$ cat src/rtl/hjbus_host.sv
// Byte-stream to regreq/regack bus initiator: parses one command packet, issues one
// register access, then returns a status byte plus read data for successful reads.
module hjbus_host #(
  parameter int unsigned TIMEOUT = 1024
) (
  input  logic        clk,
  input  logic        rst,
  input  logic [7:0]  rxdata,
  input  logic        rxvalid,
  output logic        rxready,
  output logic [7:0]  txdata,
  output logic        txvalid,
  input  logic        txready,
  output logic        regreq,
  output logic        regwr,
  output logic [11:0] regaddr,
  output logic [31:0] regwdata,
  input  logic        regack,
  input  logic        regerr,
  input  logic [31:0] regrdata
);

  localparam int unsigned CntW = $clog2(TIMEOUT + 1);

  localparam logic [7:0] StatOk      = 8'h00;
  localparam logic [7:0] StatSlvErr  = 8'h01;
  localparam logic [7:0] StatTimeout = 8'h02;
  localparam logic [7:0] StatBadCmd  = 8'h03;

  typedef enum logic [2:0] {
    StCmd,
    StAddr,
    StData,
    StReq,
    StWait,
    StStatus,
    StRdata
  } state_e;

  state_e          state_q;
  logic [CntW-1:0] tmo_cnt_q;
  logic [1:0]      byte_cnt_q;
  logic [7:0]      status_q;
  logic [31:0]     rdata_q;

  always_ff @(posedge clk) begin
    if (rst) begin
      state_q    <= StCmd;
      tmo_cnt_q  <= '0;
      byte_cnt_q <= '0;
      status_q   <= StatOk;
      rdata_q    <= '0;
      regwr      <= 1'b0;
      regaddr    <= '0;
      regwdata   <= '0;
    end else begin
      unique case (state_q)
        StCmd: begin
          if (rxvalid) begin
            if (rxdata[6:4] != 3'b000) begin
              status_q <= StatBadCmd;
              state_q  <= StStatus;
            end else begin
              regwr         <= rxdata[7];
              regaddr[11:8] <= rxdata[3:0];
              state_q       <= StAddr;
            end
          end
        end
        StAddr: begin
          if (rxvalid) begin
            regaddr[7:0] <= rxdata;
            byte_cnt_q   <= '0;
            state_q      <= regwr ? StData : StReq;
          end
        end
        StData: begin
          if (rxvalid) begin
            regwdata[{byte_cnt_q, 3'b000} +: 8] <= rxdata;
            byte_cnt_q <= byte_cnt_q + 2'd1;
            if (byte_cnt_q == 2'd3) state_q <= StReq;
          end
        end
        StReq: begin
          tmo_cnt_q <= CntW'(TIMEOUT);
          state_q   <= StWait;
        end
        StWait: begin
          tmo_cnt_q <= tmo_cnt_q - CntW'(1);
          // An ack in the final counted cycle still takes priority over the timeout.
          if (regack) begin
            status_q <= regerr ? StatSlvErr : StatOk;
            rdata_q  <= regrdata;
            state_q  <= StStatus;
          end else if (tmo_cnt_q == CntW'(1)) begin
            status_q <= StatTimeout;
            state_q  <= StStatus;
          end
        end
        StStatus: begin
          if (txready) begin
            byte_cnt_q <= '0;
            state_q    <= (!regwr && status_q == StatOk) ? StRdata : StCmd;
          end
        end
        StRdata: begin
          if (txready) begin
            byte_cnt_q <= byte_cnt_q + 2'd1;
            if (byte_cnt_q == 2'd3) state_q <= StCmd;
          end
        end
        default: state_q <= StCmd;
      endcase
    end
  end

  assign regreq  = (state_q == StReq);
  assign rxready = (state_q == StCmd) || (state_q == StAddr) || (state_q == StData);
  assign txvalid = (state_q == StStatus) || (state_q == StRdata);

  always_comb begin
    txdata = 8'h00;
    if (state_q == StStatus) begin
      txdata = status_q;
    end else if (state_q == StRdata) begin
      txdata = rdata_q[{byte_cnt_q, 3'b000} +: 8];
    end
  end

endmodule

$ cat config.mk
export PLATFORM = sky130hd
export DESIGN_NAME = hjbus_host
export DESIGN_NICKNAME = d
export VERILOG_FILES = /design/src/rtl/hjbus_host.sv
export SDC_FILE = /design/constraint.sdc
export NUM_CORES = 1
export LEC_CHECK = 0
export CORE_MARGIN = 2
export CORE_UTILIZATION = 35
export CTS_BUF_LIST = sky130_fd_sc_hd__clkbuf_4
export CTS_CLUSTER_SIZE = 28
export DETAILED_ROUTE_END_ITERATION = 10
export SLEW_MARGIN = 10
export SYNTH_ARGS = -nofsm -noshare
export SYNTH_HDL_FRONTEND = slang
export SYNTH_SLANG_ARGS = --single-unit
export TNS_END_PERCENT = 1
$ cat constraint.sdc
create_clock -name clk -period 3.4 [get_ports clk]
set_input_delay 0.68 -clock clk [delete_from_list [all_inputs] [get_ports clk]]
set_output_delay 0.68 -clock clk [all_outputs]
set_load 0.01 [all_outputs]
* Yosys cells after proc, flatten, opt, wreduce, memory -nomap -nowiden
Index checks and enable logic that the tools add are counted.
Word-level totals: register bits after elaboration 101, bits of input ports 46, logic and storage cells 79
Cells by class: add/sub/neg operators 3, eq/ne operators 17, shift-type cells 3, multiplexer cells 28, bitwise operators 1, reductions and logical operators 18
Operator list (number):
- 2-to-1 mux 8 bit | 6
- 2-to-1 mux 3 bit | 11
- bitwise mux 32 bit | 1
- variable shift 8 x 7 -> 32 bit (first input constant) | 1
- indexed part select 32 x 6 -> 8 bit | 1
- indexed part select 8 x 7 -> 32 bit | 1
- one-hot mux 11 bit (2 select lines) | 1
- one-hot mux 3 bit (7 select lines) | 1
- inequality test 2 bit (second input constant) | 8
- one-hot mux 8 bit (2 select lines) | 1
- == test 11 x 1 -> 1 bit (second input constant) | 1
- subtractor 11 x 1 -> 11 bit (second input constant) | 1
- == test 3 bit (second input constant) | 3
- logical NOT 8 bit | 1
- 2-to-1 mux 2 bit | 4
- one-hot mux 2 bit (4 select lines) | 1
- AND reduction 8 bit | 1
- negation 5 -> 7 bit | 1
- == test 3 x 2 -> 1 bit (second input constant) | 2
- AND reduction 2 bit | 3
- AND reduction 5 bit | 1
- AND reduction 4 bit | 1
- nonzero test 2 bit | 2
- nonzero test 4 bit | 1
- other kinds (12) | 15

* Longest topological paths before layout
Gate-level depths: netlist of the first run.
word-level depth 5, gate-level depth with buffers 8

* Worst setup path after synthesis of the first run
OpenSTA, ideal clock, no wires.
path kind reg2out, start register byte_cnt_q[0], end output port txdata[1], arrival time 1427 ps, data required time 2720 ps, slack 1293 ps, stages on the path, launching flop included 5, path buffers 1, cell sequence dfxtp_1 > clkbuf_1 > mux4_2 > a22oi_1 > nor2b_1
Between the ends: longest elaborated chain between the ends 3
Ends and longest elaborated chain:
- from (decl) | RTL line 42 | logic [1:0] byte_cnt_q;
- from (signal assigned) | RTL line 80 | byte_cnt_q <= byte_cnt_q + 2'd1;
- from (signal assigned) | RTL line 108 | byte_cnt_q <= byte_cnt_q + 2'd1;
- indexed part select 32 x 6 -> 8 bit | RTL line 126 | txdata = rdata_q[{byte_cnt_q, 3'b000} +: 8];
- 2-to-1 mux 8 bit | RTL line 125 | end else if (state_q == StRdata) begin
- 2-to-1 mux 8 bit | RTL line 123 | if (state_q == StStatus) begin
- to (decl) | RTL line 11 | output logic [7:0] txdata,
Every way passes these cells.

* Worst setup path in the final report of the first run
start register byte_cnt_q[0], end output port txdata[7]
Same word-level chain as after synthesis.

==> reports/qor.yml, run 1 <==
status:
  status: "complete, but fails checks"
  violations: "DRC"
floorplanning:
  die_x_um: 113.2
  rows: 39
  design.die.area_um2: 12810
  initial_core_util: 0.3622
  die-height_um: 113.2
  core_um2: 11520
  ioPinCount: 102
sta:
  fin_ws_ns: 0.2399
  slew_violations: 0
  final_hold_viol_count: 0
  fin_skew_ns: 0.01814
  max_freq_ghz: 0.3164
  tightest_slew_ns: 1.006
  rsz0062_at_grt: "false"
  min_period_ns: 3.160
  setup_violations: 0
  period_share: 0.9295
  setup_tns_ns: 0
  slew_headroom: 0.3275
routing:
  vias: 3710
  drtIter0Drc: 280
  drtPass1Iterations: 8
  wirelength_mm: 10.89
  drtAntennaViolNets: 0
  drc: 2
  vias_per_cell: 5.117
  wl_per_cell_um: 15.02
clock_tree:
  h-tree-depth: 3
  cts.path.max_buffers: 2
  cts-root-buf: "clkbuf_4"
  cts_tree: "built"
  insertion_delay_ns: 0.44
  cts_resized: 0
  numCtsBuffers: 9
  cts_setup_buffers: 0
  cts.sinks: 95
  path_clk_slew_ns: 0.14
  holdBufCountCts: 0
place:
  pre_cts_ws_ns: 0.7122
  gp_congestion: 0.8231
  dp.final_hpwl_mm: 7.746
  portBuffers: 101
synthesis:
  synth_edf_count: 0
  synthArstFlopShare: 0
  synth_ff_type: "dfxtp_1"
  synth_cell_types: 51
  yosysSeqAreaShare: 0.4559
  ys_ff_latch: 95
  synth_top_area_cell: "dfxtp_1"
  syn_nets: 545
  synthTopCellsByArea: "dfxtp_1 46%, nand2_1 10%, a21oi_1 9.2%"
  synth_cells: 491
  synth_top_area_share: 0.4559
  ys_warn_count: 0
  netlist_area_um2: 4172
  synth_area_per_cell_um2: 8.496
worst_setup_path:
  startpoint_type: "flop"
  worst_ep_arrival_time_ns: 2.48
  criticalPathCategory: "reg -> out"
  path_delay_family: "flip-flops"
  cp_max_fo: 16
  required_ns: 2.72
  path_buf_inv: 1
  cp_cell_sequence: "mux4_2, nor2b_1, clkdlybuf4s50_1"
  cp-end-kind: "output port"
  crit_slowest_cell: "dfxtp_1"
  slowest_delay_ns: 0.82
pwr:
  p_comb_frac: 0.330
  power_density_nw_per_um2: 551.8
  clkPwrFrac: 0.181
  ir_worst_vdd_mv: 0.1853
  seqPwrFrac: 0.489
  intPower_uw: 1896
  power_switching_uw: 1077
  p_leak_uw: 0.001821
  netSwitchingFraction: 0.3621
finish:
  syn_to_final_growth_pct: 29.15
  fill_cells: 1132
  final_nets: 631
  diodes: 0
  drive_above_1_share: 0.07216
grt:
  grt_overflow: 0
  antenna_found_initial: 0
  grt_max_degree: 53
  grt_pass1_wl_mm: 17.64
  first_global_vias: 3603
  grt_use_total: 0.1709
run:
  drv_cap: 0
min_path:
  hold_path.class: "reg -> reg"
## worst paths after layout
| check | slack [ns] | end | start | cells past startpoint |
|---|---|---|---|---|
| hold / removal | 0.46 | rdata_q[13]$_SDFFE_PP0P_ | rdata_q[13]$_SDFFE_PP0P_ | 2 |
| setup / recovery | 0.24 | txdata[7] | byte_cnt_q[0]$_SDFFE_PP0P_ | 3 |
| setup reg to reg | 0.78 | regwdata[25]$_SDFFE_PP0P_ | byte_cnt_q[0]$_SDFFE_PP0P_ | 5 |
| hold reg to reg | 0.46 | rdata_q[13]$_SDFFE_PP0P_ | rdata_q[13]$_SDFFE_PP0P_ | 2 |
## layout make-up
| type | instances | area [µm²] | share of cell area |
|---|---|---|---|
| inverters | 8 | 30.03 | 0.005574 |
| flip-flops and latches | 95 | 1902 | 0.3530 |
| well taps | 143 | 178.9 | 0.03321 |
| repair buffers | 105 | 1049 | 0.1946 |
| clock inverters | 5 | 35.03 | 0.006503 |
| multi-input cells | 358 | 2111 | 0.3918 |
| clock buffers | 11 | 82.58 | 0.01533 |
## flip-flops by register name (all words and copies together), names as in the netlist
register    count
state_q         3
byte_cnt_q      2
rdata_q        32
tmo_cnt_q      11
status_q        2
regaddr        12
regwr           1
regwdata       32
## worst register-to-register path, cell delays in order (launching register included)
cell and delay (ns):
dfxtp_1 0.82, inv_1 0.29, ha_1 0.43, nor3_1 0.68, nand3_1 0.16, a21oi_1 0.16
## cell families after synthesis
kind of cell               synth area share
and+or+nand+nor                      0.2559
AOI/OAI and AO/OA                    0.1347
DFF                                  0.4559
buffers and inverters               0.03809
muxes                               0.08728
adders and majority gates           0.02400
xor gates and xnor gates           0.004200
## synth_stat cells (all sizes together) (2+ instances only)
library cell,n
mux4,8
or2,2
nand3,37
nor2b,10
nor4,5
nand2,113
o311ai,2
dfxtp,95
mux2,3
ha,8
inv,8
a21oi,78
and2,2
mux2i,15
nor3b,4
a2111oi,2
nand2b,3
and3,4
nor3,5
a22oi,3
nor2,31
a311oi,2
buf,8
clkbuf,22
xor2,2
## routing by layer
layer / vias up / track usage / part of all wire
met1: 1757 / 0.2187 / 0.46
met2: 78 / 0.2878 / 0.49
met4: 0 / 0.05691 / 0.012
met3: 10 / 0.03589 / 0.037
met5: - / 0 / 0
li1: 1865 / - / -
## stage by stage
stage | hold WS [ns] | util | std cells | power, µW | instance area [µm²]
after global routing | 0.4871 | 0.4678 | 725 | 3176 | 5388
after CTS | 0.4621 | 0.4678 | 725 | 3005 | 5388
after detailed placement | 0.4431 | 0.4576 | 709 | 2464 | 5270
final | 0.4625 | 0.4678 | 725 | 2973 | 5388
after floorplan | 0.4331 | - | 491 | 2154 | 4172
after global placement | 0.4400 | 0.4576 | 709 | 2443 | 5270
## power groups by stage
stage	clock (µW)	combinational (µW)	sequential [µW]
2_1_floorplan	0	746	1410
3_3_place_gp	0	969	1470
3_5_place_dp	0	985	1480
4_1_cts	562	989	1450
5_1_grt	604	1090	1480
6_report	537	982	1450
## cell usage in the layout (no fill, tap or decap), types with 3 or more instances in the layout
cell,n
nor3b_2,4
a22oi_1,3
nor2b_1,10
ha_1,8
nor3_1,5
clkdlybuf4s50_1,100
nor2_1,30
inv_1,8
mux2i_1,15
dfxtp_1,95
buf_4,3
nand2_1,113
nand3_1,37
and3_1,4
a21oi_1,77
mux4_2,8
nand2b_1,3
nor4_1,4
clkbuf_4,11
(Power assumes the default switching activity.)
==> inputs of run 2 (changes only) <==
ABC_CLOCK_PERIOD_IN_PS = 3400   (was unset)
==> results of run 2 <==
No change in the layout: final DEF, timing and power equal those of run 1.
==> inputs of run 3 (changes only) <==
CORE_UTILIZATION = 50   (was 35)
PLACE_DENSITY = 0.81   (was unset)
==> reports/qor.yml, run 3 (synthesis gave the netlist of run 1 again) <==
worst_setup_path:
  crit_slowest_cell: "dfxtp_1"
  cp-end-kind: "output port"
  timing.rr.start: "byte_cnt_q[0]$_SDFFE_PP0P_"
  slowest_delay_ns: 0.82
  setup.worst_path.start: "byte_cnt_q[0]$_SDFFE_PP0P_"
  worst_ep_arrival_time_ns: 2.46
  criticalPathCategory: "reg -> out"
  startpoint_type: "flop"
  rr_worst_depth: 5
  endpoint: "txdata[7]"
  required_ns: 2.72
  r2r-end: "regwdata[29]$_SDFFE_PP0P_"
  cp_max_fo: 16
  cp_cell_sequence: "mux4_2, nor2b_1, clkdlybuf4s50_1"
  r2r_setup_slack_ns: 0.81
routing:
  drc: 0
  wirelength_mm: 10.47
  drtPass1Iterations: 4
  vias: 3812
  drtAntennaViolNets: 0
  wl_per_cell_um: 15.24
  vias_per_cell: 5.549
  drtIter0Drc: 189
sta:
  min_period_ns: 3.144
  rsz0062_at_grt: "false"
  slew_headroom: 0.3192
  final_hold_viol_count: 0
  tightest_slew_ns: 1.019
  setup_tns_ns: 0
  fin_ws_ns: 0.2557
  max_freq_ghz: 0.3180
  period_share: 0.9248
  fin_skew_ns: 0.02041
  slew_violations: 0
  setup_violations: 0
clock_tree:
  path_clk_slew_ns: 0.15
  cts-root-buf: "clkbuf_4"
  cts_resized: 0
  insertion_delay_ns: 0.45
  holdBufCountCts: 0
  numCtsBuffers: 9
  cts_setup_buffers: 0
  cts.sinks: 95
  cts_tree: "built"
  cts.path.max_buffers: 2
  h-tree-depth: 3
pwr:
  p_leak_uw: 0.001830
  power_density_nw_per_um2: 571.8
  ir_worst_vdd_mv: 0.2582
floorplanning:
  initial_core_util: 0.5128
  die_x_um: 95.34
  rows: 33
  design.die.area_um2: 9090
  ioPinCount: 102
  die-height_um: 95.34
  core_um2: 8134
grt:
  grt_max_degree: 51
  antenna_found_initial: 0
  grt_overflow: 0
  first_global_vias: 3515
  grt_use_total: 0.2363
  grt_pass1_wl_mm: 16.79
finish:
  top_regs: "rdata_q (32), regwdata (32), regaddr (12)"
  final_nets: 631
  final_common_cell: "nand2_1"
  syn_to_final_growth_pct: 28.67
  diodes: 0
  drive_above_1_share: 0.07045
  layout_common_cells: "113 x nand2_1, 100 x clkdlybuf4s50_1, 95 x dfxtp_1, 77 x a21oi_1, 37 x nand3_1"
place:
  gp_congestion: 0.9028
  portBuffers: 101
  pre_cts_ws_ns: 0.7094
  dp.final_hpwl_mm: 7.421
run:
  drv_cap: 0
min_path:
  hold_path.class: "reg -> reg"
status:
  status: "completed"
[run 3: cell count changes in the layout (fill, tap and decap cells not counted)]
cell	before	now
clkbuf_4	11	10
bufinv_16	0	1
clkinv_1	0	1
inv_8	0	1
clkinv_2	2	0
[run 3: critical path, delay by kind of cell, from the launching register on]
kind                   cells  cell delay [ns]
DFF                        1             0.82
and+or+nand+nor            1             0.14
buffers and inverters      1             0.50
muxes                      1             0.58
[run 3: worst min-delay path by stage]
stage	from	to	slack (ns)	depth (start not counted)
6_report	regwdata[4]$_SDFFE_PP0P_	regwdata[4]$_SDFFE_PP0P_	0.47	2
5_1_grt	rdata_q[19]$_SDFFE_PP0P_	rdata_q[19]$_SDFFE_PP0P_	0.48	2
3_5_place_dp	regwdata[4]$_SDFFE_PP0P_	regwdata[4]$_SDFFE_PP0P_	0.45	2
2_1_floorplan	rdata_q[10]$_SDFFE_PP0P_	rdata_q[10]$_SDFFE_PP0P_	0.43	2
3_3_place_gp	regwdata[23]$_SDFFE_PP0P_	regwdata[23]$_SDFFE_PP0P_	0.44	2
4_1_cts	regwdata[4]$_SDFFE_PP0P_	regwdata[4]$_SDFFE_PP0P_	0.47	2
[run 3: per-layer routing]
layer | vias up | global-route usage | share of wire
met5 | - | 0 | 0
met1 | 1829 | 0.3119 | 0.43
li1 | 1874 | - | -
met2 | 102 | 0.3955 | 0.50
met3 | 7 | 0.04348 | 0.053
met4 | 0 | 0.06884 | 0.011
[run 3: metrics by stage]
step	power, µW	hold slack [ns]	area, µm²	instances	util
5_1_grt	3246	0.4845	5368	687	0.6599
3_3_place_gp	2417	0.4391	5223	671	0.6421
4_1_cts	3075	0.4656	5368	687	0.6599
3_5_place_dp	2455	0.4461	5223	671	0.6421
2_1_floorplan	2154	0.4331	4172	491	-
6_report	3069	0.4653	5368	687	0.6599
[run 3: final cells by class]
| type | instances | area, µm² |
|---|---|---|
| clock buffer | 10 | 75.07 |
| clock inverter | 6 | 70.07 |
| fill | 662 | 2766 |
| inverter | 8 | 30.03 |
| multi-input combinational | 358 | 2111 |
| sequential | 95 | 1902 |
| tap | 105 | 131.4 |
| timing repair buffer | 105 | 1049 |
[run 3: report_power, final]
part           switching (µW)  internal (µW)
Combinational             507            467
Clock                     397            238
Sequential                198           1260
Total                    1100           1970
